--- config.mk ---
export PLATFORM = sky130hd
export DESIGN_NAME = pcs_receive
export DESIGN_NICKNAME = d
export VERILOG_FILES = /design/src/rtl/pcs_pkg.sv /design/src/rtl/decoder_8b10b.sv /design/src/rtl/pcs_receive.sv
export SDC_FILE = /design/constraint.sdc
export NUM_CORES = 1
export LEC_CHECK = 0
export BUFFER_PORTS_ARGS = -buffer_cell sky130_fd_sc_hd__buf_2
export CORE_UTILIZATION = 53
export CTS_BUF_LIST = sky130_fd_sc_hd__clkbuf_2 sky130_fd_sc_hd__clkbuf_4 sky130_fd_sc_hd__clkbuf_8
export DETAILED_ROUTE_END_ITERATION = 16
export PLACE_DENSITY_LB_ADDON = 0.3
export SLEW_MARGIN = 25
export SYNTH_ARGS = -nofsm -noshare
export SYNTH_HDL_FRONTEND = slang
export SYNTH_HIERARCHICAL = 1
export SYNTH_SLANG_ARGS = --single-unit
--- constraint.sdc ---
create_clock -name Clk -period 4.6 [get_ports Clk]
set_input_delay 0.69 -clock Clk [delete_from_list [all_inputs] [get_ports Clk]]
set_output_delay 0.69 -clock Clk [all_outputs]
set_load 0.1 [all_outputs]
--- src/rtl/pcs_pkg.sv ---
// Shared definitions for the 1000BASE-X PCS receive path: FSM state codes,
// the recognised special code-groups in both running-disparity columns,
// and the GMII substitution bytes.
package pcs_pkg;

    // Receive FSM state encoding
    localparam logic [3:0] ST_LINK_FAILED     = 4'd0;
    localparam logic [3:0] ST_WAIT_FOR_K      = 4'd1;
    localparam logic [3:0] ST_RX_K            = 4'd2;
    localparam logic [3:0] ST_IDLE_D          = 4'd3;
    localparam logic [3:0] ST_FALSE_CARR      = 4'd4;
    localparam logic [3:0] ST_START_OF_PACKET = 4'd5;
    localparam logic [3:0] ST_RECEIVE         = 4'd6;
    localparam logic [3:0] ST_TRI_RRI         = 4'd7;

    // Special code-groups, bit 9 = a ... bit 0 = j; _N = RD- column, _P = RD+ column
    localparam logic [9:0] K28_5_N = 10'h0FA;  // COMMA
    localparam logic [9:0] K28_5_P = 10'h305;
    localparam logic [9:0] K27_7_N = 10'h368;  // /S/
    localparam logic [9:0] K27_7_P = 10'h097;
    localparam logic [9:0] K29_7_N = 10'h2E8;  // /T/
    localparam logic [9:0] K29_7_P = 10'h117;
    localparam logic [9:0] K23_7_N = 10'h3A8;  // /R/
    localparam logic [9:0] K23_7_P = 10'h057;
    localparam logic [9:0] K30_7_N = 10'h1E8;  // /V/
    localparam logic [9:0] K30_7_P = 10'h217;

    // Octet values reported by the decoder for the recognised K groups
    localparam logic [7:0] K28_5_BYTE = 8'hBC;
    localparam logic [7:0] K27_7_BYTE = 8'hFB;
    localparam logic [7:0] K29_7_BYTE = 8'hFD;
    localparam logic [7:0] K23_7_BYTE = 8'hF7;
    localparam logic [7:0] K30_7_BYTE = 8'hFE;

    // GMII substitution bytes
    localparam logic [7:0] PREAMBLE_DEF      = 8'h55;
    localparam logic [7:0] FALSE_CARRIER_DEF = 8'h0E;

    // True when a code-group equals either disparity column of a special group
    function automatic logic match_pair(input logic [9:0] code,
                                        input logic [9:0] col_n,
                                        input logic [9:0] col_p);
        match_pair = (code == col_n) || (code == col_p);
    endfunction

endpackage

--- src/rtl/decoder_8b10b.sv ---
// Combinational 8b/10b decoder. Either running-disparity column is accepted
// and disparity errors are deliberately not reported. Only the five K groups
// the receive path uses are recognised; any other K group reads as invalid.
// K recognition wins over the loose data lookup so that e.g. /S/ (which
// would otherwise alias D27.7 via the alternate 7 coding) decodes as K.
module decoder_8b10b
    import pcs_pkg::*;
(
    input  logic [9:0] code_i,
    output logic       is_k_o,
    output logic       is_d_o,
    output logic [7:0] data_o,
    output logic       invalid_o
);

    // 5b/6b lookup: returns {valid, EDCBA}
    function automatic logic [5:0] dec6(input logic [5:0] g);
        case (g)
            6'b100111, 6'b011000: dec6 = {1'b1, 5'd0};
            6'b011101, 6'b100010: dec6 = {1'b1, 5'd1};
            6'b101101, 6'b010010: dec6 = {1'b1, 5'd2};
            6'b110001:            dec6 = {1'b1, 5'd3};
            6'b110101, 6'b001010: dec6 = {1'b1, 5'd4};
            6'b101001:            dec6 = {1'b1, 5'd5};
            6'b011001:            dec6 = {1'b1, 5'd6};
            6'b111000, 6'b000111: dec6 = {1'b1, 5'd7};
            6'b111001, 6'b000110: dec6 = {1'b1, 5'd8};
            6'b100101:            dec6 = {1'b1, 5'd9};
            6'b010101:            dec6 = {1'b1, 5'd10};
            6'b110100:            dec6 = {1'b1, 5'd11};
            6'b001101:            dec6 = {1'b1, 5'd12};
            6'b101100:            dec6 = {1'b1, 5'd13};
            6'b011100:            dec6 = {1'b1, 5'd14};
            6'b010111, 6'b101000: dec6 = {1'b1, 5'd15};
            6'b011011, 6'b100100: dec6 = {1'b1, 5'd16};
            6'b100011:            dec6 = {1'b1, 5'd17};
            6'b010011:            dec6 = {1'b1, 5'd18};
            6'b110010:            dec6 = {1'b1, 5'd19};
            6'b001011:            dec6 = {1'b1, 5'd20};
            6'b101010:            dec6 = {1'b1, 5'd21};
            6'b011010:            dec6 = {1'b1, 5'd22};
            6'b111010, 6'b000101: dec6 = {1'b1, 5'd23};
            6'b110011, 6'b001100: dec6 = {1'b1, 5'd24};
            6'b100110:            dec6 = {1'b1, 5'd25};
            6'b010110:            dec6 = {1'b1, 5'd26};
            6'b110110, 6'b001001: dec6 = {1'b1, 5'd27};
            6'b001110:            dec6 = {1'b1, 5'd28};
            6'b101110, 6'b010001: dec6 = {1'b1, 5'd29};
            6'b011110, 6'b100001: dec6 = {1'b1, 5'd30};
            6'b101011, 6'b010100: dec6 = {1'b1, 5'd31};
            default:              dec6 = {1'b0, 5'd0};
        endcase
    endfunction

    // 3b/4b lookup: returns {valid, HGF}; both primary and alternate 7 accepted
    function automatic logic [3:0] dec4(input logic [3:0] g);
        case (g)
            4'b1011, 4'b0100:                   dec4 = {1'b1, 3'd0};
            4'b1001:                            dec4 = {1'b1, 3'd1};
            4'b0101:                            dec4 = {1'b1, 3'd2};
            4'b1100, 4'b0011:                   dec4 = {1'b1, 3'd3};
            4'b1101, 4'b0010:                   dec4 = {1'b1, 3'd4};
            4'b1010:                            dec4 = {1'b1, 3'd5};
            4'b0110:                            dec4 = {1'b1, 3'd6};
            4'b1110, 4'b0001, 4'b0111, 4'b1000: dec4 = {1'b1, 3'd7};
            default:                            dec4 = {1'b0, 3'd0};
        endcase
    endfunction

    logic [5:0] six_s;
    logic [3:0] four_s;
    logic [7:0] k_byte_s;

    // Classify the code-group and produce the decoded octet
    always_comb begin
        six_s    = dec6(code_i[9:4]);
        four_s   = dec4(code_i[3:0]);
        is_k_o   = 1'b0;
        k_byte_s = 8'h00;
        if (match_pair(code_i, K28_5_N, K28_5_P)) begin
            is_k_o   = 1'b1;
            k_byte_s = K28_5_BYTE;
        end else if (match_pair(code_i, K27_7_N, K27_7_P)) begin
            is_k_o   = 1'b1;
            k_byte_s = K27_7_BYTE;
        end else if (match_pair(code_i, K29_7_N, K29_7_P)) begin
            is_k_o   = 1'b1;
            k_byte_s = K29_7_BYTE;
        end else if (match_pair(code_i, K23_7_N, K23_7_P)) begin
            is_k_o   = 1'b1;
            k_byte_s = K23_7_BYTE;
        end else if (match_pair(code_i, K30_7_N, K30_7_P)) begin
            is_k_o   = 1'b1;
            k_byte_s = K30_7_BYTE;
        end else begin
            is_k_o   = 1'b0;
            k_byte_s = 8'h00;
        end
        is_d_o    = !is_k_o && six_s[5] && four_s[3];
        invalid_o = !is_k_o && !is_d_o;
        if (is_k_o) begin
            data_o = k_byte_s;
        end else if (is_d_o) begin
            data_o = {four_s[2:0], six_s[4:0]};
        end else begin
            data_o = 8'h00;
        end
    end

endmodule

--- src/rtl/pcs_receive.sv ---
// 1000BASE-X PCS receive: turns the synchronised code-group stream into
// GMII RXD/RX_DV/RX_ER. Outputs are registered as the entry actions of the
// state being entered, so each sampled code-group appears one Clk later.
module pcs_receive
    import pcs_pkg::*;
#(
    parameter logic [7:0] PREAMBLE      = PREAMBLE_DEF,
    parameter logic [7:0] FALSE_CARRIER = FALSE_CARRIER_DEF
) (
    input  logic        Clk,
    input  logic        mr_main_reset,
    input  logic        code_sync_status,
    input  logic [10:0] SUDI,
    output logic [7:0]  RXD,
    output logic        RX_DV,
    output logic        RX_ER,
    output logic        receiving
);

    logic       rx_even_s;
    logic       dec_is_k_s;
    logic       dec_is_d_s;
    logic [7:0] dec_data_s;
    logic       dec_invalid_s;
    logic       is_comma_s;
    logic       is_s_s;
    logic       is_t_s;
    logic       is_r_s;

    logic [3:0] state_q, state_d;
    logic [7:0] rxd_q, rxd_d;
    logic       rx_dv_q, rx_dv_d;
    logic       rx_er_q, rx_er_d;
    logic       receiving_q, receiving_d;

    assign rx_even_s = SUDI[10];

    decoder_8b10b u_dec (
        .code_i    (SUDI[9:0]),
        .is_k_o    (dec_is_k_s),
        .is_d_o    (dec_is_d_s),
        .data_o    (dec_data_s),
        .invalid_o (dec_invalid_s)
    );

    // Identify the special groups from the decoder's K octet
    always_comb begin
        is_comma_s = dec_is_k_s && (dec_data_s == K28_5_BYTE);
        is_s_s     = dec_is_k_s && (dec_data_s == K27_7_BYTE);
        is_t_s     = dec_is_k_s && (dec_data_s == K29_7_BYTE);
        is_r_s     = dec_is_k_s && (dec_data_s == K23_7_BYTE);
    end

    // Next state and next GMII outputs; loss of sync overrides any code-group
    always_comb begin
        state_d     = state_q;
        rxd_d       = 8'h00;
        rx_dv_d     = 1'b0;
        rx_er_d     = 1'b0;
        receiving_d = 1'b0;
        if (!code_sync_status) begin
            // Flag an error only when a packet was cut short
            state_d = ST_LINK_FAILED;
            rx_er_d = receiving_q;
        end else begin
            case (state_q)
                ST_LINK_FAILED: begin
                    state_d = ST_WAIT_FOR_K;
                end
                ST_WAIT_FOR_K: begin
                    // Stray /R/ (carrier extension) simply keeps us here
                    if (is_comma_s && rx_even_s) begin
                        state_d = ST_RX_K;
                    end else begin
                        state_d = ST_WAIT_FOR_K;
                    end
                end
                ST_RX_K: begin
                    if (dec_is_d_s && !dec_invalid_s) begin
                        state_d = ST_IDLE_D;
                    end else begin
                        state_d = ST_WAIT_FOR_K;
                    end
                end
                ST_IDLE_D: begin
                    if (is_comma_s) begin
                        state_d = ST_RX_K;
                    end else if (is_s_s) begin
                        state_d     = ST_START_OF_PACKET;
                        rxd_d       = PREAMBLE;
                        rx_dv_d     = 1'b1;
                        receiving_d = 1'b1;
                    end else begin
                        state_d = ST_FALSE_CARR;
                        rxd_d   = FALSE_CARRIER;
                        rx_er_d = 1'b1;
                    end
                end
                ST_FALSE_CARR: begin
                    state_d = ST_WAIT_FOR_K;
                end
                ST_START_OF_PACKET, ST_RECEIVE: begin
                    receiving_d = 1'b1;
                    if (dec_is_d_s) begin
                        state_d = ST_RECEIVE;
                        rxd_d   = dec_data_s;
                        rx_dv_d = 1'b1;
                    end else if (is_t_s) begin
                        state_d = ST_TRI_RRI;
                    end else if (is_comma_s && rx_even_s) begin
                        // Packet ended without /T/R/
                        state_d     = ST_RX_K;
                        rx_er_d     = 1'b1;
                        receiving_d = 1'b0;
                    end else begin
                        // /V/, invalid or misplaced K: hold last octet, flag it
                        state_d = ST_RECEIVE;
                        rxd_d   = rxd_q;
                        rx_dv_d = 1'b1;
                        rx_er_d = 1'b1;
                    end
                end
                ST_TRI_RRI: begin
                    state_d = ST_WAIT_FOR_K;
                    if (is_r_s) begin
                        rx_er_d = 1'b0;
                    end else begin
                        rx_er_d = 1'b1;
                    end
                end
                default: begin
                    state_d = ST_LINK_FAILED;
                end
            endcase
        end
    end

    // State and output registers with synchronous active-low reset
    always_ff @(posedge Clk) begin
        if (!mr_main_reset) begin
            state_q     <= ST_LINK_FAILED;
            rxd_q       <= 8'h00;
            rx_dv_q     <= 1'b0;
            rx_er_q     <= 1'b0;
            receiving_q <= 1'b0;
        end else begin
            state_q     <= state_d;
            rxd_q       <= rxd_d;
            rx_dv_q     <= rx_dv_d;
            rx_er_q     <= rx_er_d;
            receiving_q <= receiving_d;
        end
    end

    assign RXD       = rxd_q;
    assign RX_DV     = rx_dv_q;
    assign RX_ER     = rx_er_q;
    assign receiving = receiving_q;

endmodule

==> impl_metrics.yaml, run 1 <==
pwr:
  power_leakage_nw: 0.801
  switchingPower_mw: 0.119
  p_int_mw: 0.207
  p_per_area_mw_per_mm2: 164
  clockPowerShare_pct: 20.0
  p_sw_share_pct: 36.4
  peakVddDrop_mv: 0.145
  power.total_mw: 0.326
  p_seq_share_pct: 37.7
  combPwrFrac_pct: 42.3
finish:
  seq_area_um2: 280
  n_antenna_cell: 0
  syn2layout_area_growth_pct: 4.35
  multiInputGateArea_mm2: 0.00146
  fill_cells: 313
  drive_above_1_share_pct: 17.8
  layout.nets: 280
  final_cell_mix: "buf_2 (24), nand2_1 (22), nor2_1 (20)"
  layout_commonest_cell: "buf_2"
cts:
  htreeDepth: 1
  post_cts_resized: 0
  cts_buffers: 3
  hold_buffers: 0
  insertion_delay_ps: 270
  cts.reportedPaths.clkPinSlew_ps: 70
  post_cts_buffers: 0
  cts_tree: "done"
  cts_root_buf: "clkbuf_4"
  cts_buffer_depth: 2
  clock_sinks: 14
global_routing:
  antenna_found_initial: 0
  track_usage_pct: 23.6
  grt_pass1_vias: 1503
  grt_overflow: 0
  grt_start_max_net_pins: 33
  grt_pass1_wl_um: 6830
synth:
  syn_area_per_cell_um2: 7.78
  async_reset_ff_share_pct: 0
  synth-edff-count: 0
  yosys_warnings: 6
  synthFlopType: "dfxtp_1"
  ys_ff_latch: 14
  syn_area_mm2: 0.00190
  synth.net_count: 269
  ys_seq_area_share_pct: 14.8
  synth_cells: 244
  ys_types: 69
sta:
  setup_viol: 0
  slew_violations: 0
  worstMarginPinSlew_ps: 607
  finalCritPeriodShare_pct: 80.1
  rsz0062_at_grt: "no"
  fin_skew_ps: 4.25
  period_needed_ps: 3690
  hold_viol: 0
  relSlewSlack_pct: 59.5
  finalSetupTns_ps: 0
  fmax_mhz: 271
placement:
  gp_congestion: 0.849
  port_buffers: 24
  dpl.hpwl_um: 3350
route:
  drc_errors: 0
  detail-route-antenna-nets: 0
  drt_pass1_iterations: 4
  wire_per_inst_um: 14.7
  drt-total-wl_um: 4390
  vias_per_cell: 6.34
  initialDrtViolationCount: 89
  dr_total_vias: 1897
die:
  die_h_um: 61.8
  rows: 21
  dieArea_mm2: 0.00382
  pin_count: 25
  core_area_mm2: 0.00339
  initial_core_util_pct: 56.0
  die_w_um: 61.8
setup_path:
  crit_arrival_ps: 3890
  path_class: "input port to register"
  cp_max_fo: 8
  critPathLaunchType: "input port"
  required_ps: 4810
  cp-end-kind: "register"
job:
  max_cap_violations: 0
min_path:
  hold_class: "register to register"
run_status:
  outcome: "completed"
## critical path, stage by stage
cell       delay, ps
buf_2            150
inv_1             80
ha_1             280
nor2b_1          380
o21bai_1         130
mux2_2           280
a211o_1          290
o2111ai_1        440
nor4b_4          330
nand3_2          150
or4b_1           510
a31oi_1          160
## through the flow
stage | cell area (µm²) | instances | worst slack (ps) | hold slack (ps) | util (%)
floorplan | 1900 | 244 | 1260 | 597 | -
global placement | 1960 | 296 | 721 | 461 | 57.8
detailed placement | 1960 | 296 | 718 | 467 | 57.8
CTS | 1980 | 299 | 999 | 477 | 58.4
global route | 1980 | 299 | 735 | 492 | 58.4
finish | 1980 | 299 | 914 | 474 | 58.4
## routing by layer
metal | vias up | track usage (%) | wire length [µm]
li1 | 942 | - | -
met1 | 872 | 33.6 | 2090
met2 | 79 | 36.6 | 1930
met3 | 4 | 6.00 | 346
met4 | 0 | 3.81 | 29
met5 | - | 0 | 0
## cell type report
| type | instances | share of cell area, % |
|---|---|---|
| Multi-Input combinational cell | 201 | 73.5 |
| Sequential cell | 14 | 14.2 |
| Tap cell | 46 | 2.91 |
| Timing Repair Buffer | 25 | 6.44 |
| Clock buffer | 3 | 1.14 |
| Inverter | 10 | 1.90 |
## power groups by stage
stage / clock, mW / combinational, mW / sequential, mW
2_1_floorplan: 0 / 0.113 / 0.125
3_5_place_dp: 0 / 0.135 / 0.126
4_1_cts: 0.0661 / 0.135 / 0.123
5_1_grt: 0.0732 / 0.150 / 0.123
3_3_place_gp: 0 / 0.134 / 0.126
6_report: 0.0652 / 0.138 / 0.123
## state kept, by name, summed over array words and instances (netlist names)
name and count:
RX_ER 1, receiving 1, RXD 8, RX_DV 1, state_q 3
## final timing paths
check                           startpoint         end  slack (ps)  cells past startpoint
worst min-delay path                RXD[2]      RXD[2]         470                      2
worst max register to register  state_q[0]      RXD[5]        2810                      4
worst max-delay path               SUDI[5]  state_q[1]         910                     12
worst min register to register      RXD[2]      RXD[2]         470                      2
## cells in the mapped netlist (all sizes together) (5+ instances only)
cell type / count / share of area, %
nor2: 20 / 4.0
and2: 7 / 2.4
nor2b: 11 / 3.6
nor3b: 7 / 3.3
ha: 11 / 7.3
nand3: 5 / 1.6
a21oi: 10 / 2.6
inv: 10 / 2.0
dfxtp: 14 / 15
buf: 15 / 5.8
nand2: 22 / 4.4
a22oi: 6 / 2.4
o21ai: 12 / 3.2
a211oi: 5 / 2.2
a31oi: 6 / 2.0
## cells by family after synthesis
group | share of synthesized area [%]
xor+xnor | 1.38
fa+ha+maj | 7.25
compound gates | 32.6
simple gates | 32.6
buf+inv | 8.57
flops | 14.8
mux | 2.90
Note: power is estimated with default switching activity, not from simulation.
==> run 2: changes to the inputs <==
- ABC_AREA: unset -> 1
- clock period: 4.6 -> 3.7 ns (I/O delays scaled with it)
==> run 2 against run 1 <==
Against the previous run: critical path depth increased by 5; sequential share of layout area decreased by 0.62 points; first-iteration DRC count grew 62%; synthesized area is 0.73% higher; worst setup slack got worse by 34 ps; clock skew up 0.94 ps; total power increased by 19%; core utilization grew 2.7 points; final cell count grew 31%; clock-buffer cell count is the same; final area increased by 4.5%; wire length up 1.6%; largest power group unchanged.
==> impl_metrics.yaml, run 2 <==
sta:
  fin_skew_ps: 5.19
  finalSetupTns_ps: 0
  fmax_mhz: 355
  slew_violations: 0
  worstMarginPinSlew_ps: 510
  hold_viol: 0
  setup_viol: 0
  finalCritPeriodShare_pct: 76.2
  relSlewSlack_pct: 65.9
  period_needed_ps: 2820
  rsz0062_at_grt: "no"
cts:
  clock_sinks: 14
  post_cts_buffers: 0
  insertion_delay_ps: 270
  cts_root_buf: "clkbuf_4"
  cts_buffers: 3
  htreeDepth: 1
  hold_buffers: 0
  cts_buffer_depth: 2
  cts.reportedPaths.clkPinSlew_ps: 80
  cts_tree: "done"
  post_cts_resized: 0
pwr:
  power_leakage_nw: 1.04
  power.total_mw: 0.386
  peakVddDrop_mv: 0.114
  p_per_area_mw_per_mm2: 187
finish:
  syn2layout_area_growth_pct: 8.31
  n_antenna_cell: 0
  largest_register_ffs: 8
  drive_above_1_share_pct: 19.4
  layout_commonest_cell: "nand2_1"
  fin_area_mm2: 0.00207
  fill_cells: 346
  final_cell_mix: "nand2_1 (99), nor2_1 (32), inv_1 (31)"
  layout.nets: 372
synth:
  synth_cells: 326
  yosys.area.top_type: "nand2_1"
  ys_types: 31
  async_reset_ff_share_pct: 0
  ys_seq_area_share_pct: 14.7
  synth-edff-count: 0
  syn_area_per_cell_um2: 5.86
  syn_area_mm2: 0.00191
  synth_common_cells: "nand2_1 (99), nor2_1 (32), inv_1 (31)"
  yosys_warnings: 6
  synth_top_area_share_pct: 19.4
  synthTopCellsByArea: "nand2_1 (19%), dfxtp_1 (15%), nand3_1 (7.9%)"
  synth.net_count: 351
  synthFlopType: "dfxtp_1"
  ys_ff_latch: 14
  synth.most_common_cell: "nand2_1"
global_routing:
  grt_start_max_net_pins: 20
  grt_pass1_wl_um: 7470
  grt_pass1_vias: 1779
  grt_overflow: 0
  antenna_found_initial: 0
  track_usage_pct: 25.2
route:
  dr_total_vias: 2126
  vias_per_cell: 5.44
  drt_pass1_iterations: 5
  wire_per_inst_um: 11.4
  drt-total-wl_um: 4460
  initialDrtViolationCount: 144
  detail-route-antenna-nets: 0
  drc_errors: 0
setup_path:
  crit_arrival_ps: 3040
  cp_slowest_cell: "ha_1"
  cp_max_fo: 11
  rr_startpoint: "state_q[1]"
  path_cells: "buf_2, inv_1, ha_1, nand2_1, nor2_1, nand3_1, nand4_4, nor2_1, a21oi_1, nand3_1, nor2_2, nand2_1, nor3_1, nor2_1, nand3_1, nand2_1, inv_1"
  reg2regPathDepth: 6
  ff2ff_setup_slack_ps: 2420
  path_class: "input port to register"
  critPathLaunchType: "input port"
  rr_endpoint: "RXD[4]"
  required_ps: 3920
  slowest_delay_ps: 290
  cp-end-kind: "register"
die:
  die_h_um: 62.1
  initial_core_util_pct: 56.4
  die_w_um: 62.1
  pin_count: 25
  dieArea_mm2: 0.00385
  core_area_mm2: 0.00339
  rows: 21
placement:
  gp_congestion: 0.996
  dpl.hpwl_um: 3680
  port_buffers: 24
  place_area_mm2: 0.00205
min_path:
  hold_class: "register to register"
  whs_path_depth: 2
  whs_endpoint: "RX_ER"
  min_from: "receiving"
job:
  max_cap_violations: 0
run_status:
  outcome: "completed"
==> run 2: worst max-delay path, delay by kind of cell <==
kind	cells	cell delay (ps)
buffers and inverters	3	300
AND/OR/NAND/NOR	12	1620
adder cells (fa/ha/maj)	1	290
AO/OA/AOI/OAI	1	280
==> run 2: metal layers <==
metal | track usage (%) | part of all wire [%]
met3 | 4.97 | 8.0
met1 | 36.1 | 46
met2 | 40.4 | 45
met5 | 0 | 0
met4 | 2.22 | 0.47
==> run 2: how the worst max path moves through the flow <==
stage / start / end / slack [ps] / cells after the start
2_1_floorplan: SUDI[5] / RX_ER / 1200 / 16
3_3_place_gp: SUDI[4] / state_q[0] / 730 / 20
3_5_place_dp: SUDI[5] / state_q[0] / 640 / 17
4_1_cts: SUDI[5] / state_q[0] / 920 / 17
5_1_grt: SUDI[5] / state_q[0] / 490 / 17
6_report: SUDI[5] / state_q[0] / 880 / 17
==> run 2: logic make-up after synthesis <==
group | after synthesis | synth area share [%]
buf+inv | 47 | 10.0
flops | 14 | 14.7
fa+ha+maj | 11 | 7.20
compound gates | 44 | 13.4
simple gates | 210 | 54.8
==> run 2: final cells by class <==
type / instances / area [µm²] / area share (%)
Clock buffer: 3 / 22.5 / 1.09
Inverter: 38 / 143 / 6.89
Sequential cell: 14 / 280 / 13.5
Timing Repair Buffer: 25 / 128 / 6.16
Multi-Input combinational cell: 265 / 1440 / 69.5
Tap cell: 46 / 57.6 / 2.78
==> run 2: through the flow <==
step / hold slack (ps) / util [%] / setup WS, ps / cells
2_1_floorplan: 641 / - / 1200 / 326
3_3_place_gp: 465 / 60.4 / 731 / 388
3_5_place_dp: 468 / 60.4 / 636 / 388
4_1_cts: 479 / 61.1 / 921 / 391
5_1_grt: 489 / 61.1 / 495 / 391
6_report: 476 / 61.1 / 880 / 391
==> run 2: power breakdown <==
group / internal, mW / total [mW] / switching [mW] / leakage (nW)
Clock: 0.0376 / 0.0809 / 0.0433 / 0.0138
Sequential: 0.151 / 0.152 / 0.000370 / 0.113
Combinational: 0.0483 / 0.154 / 0.106 / 0.909
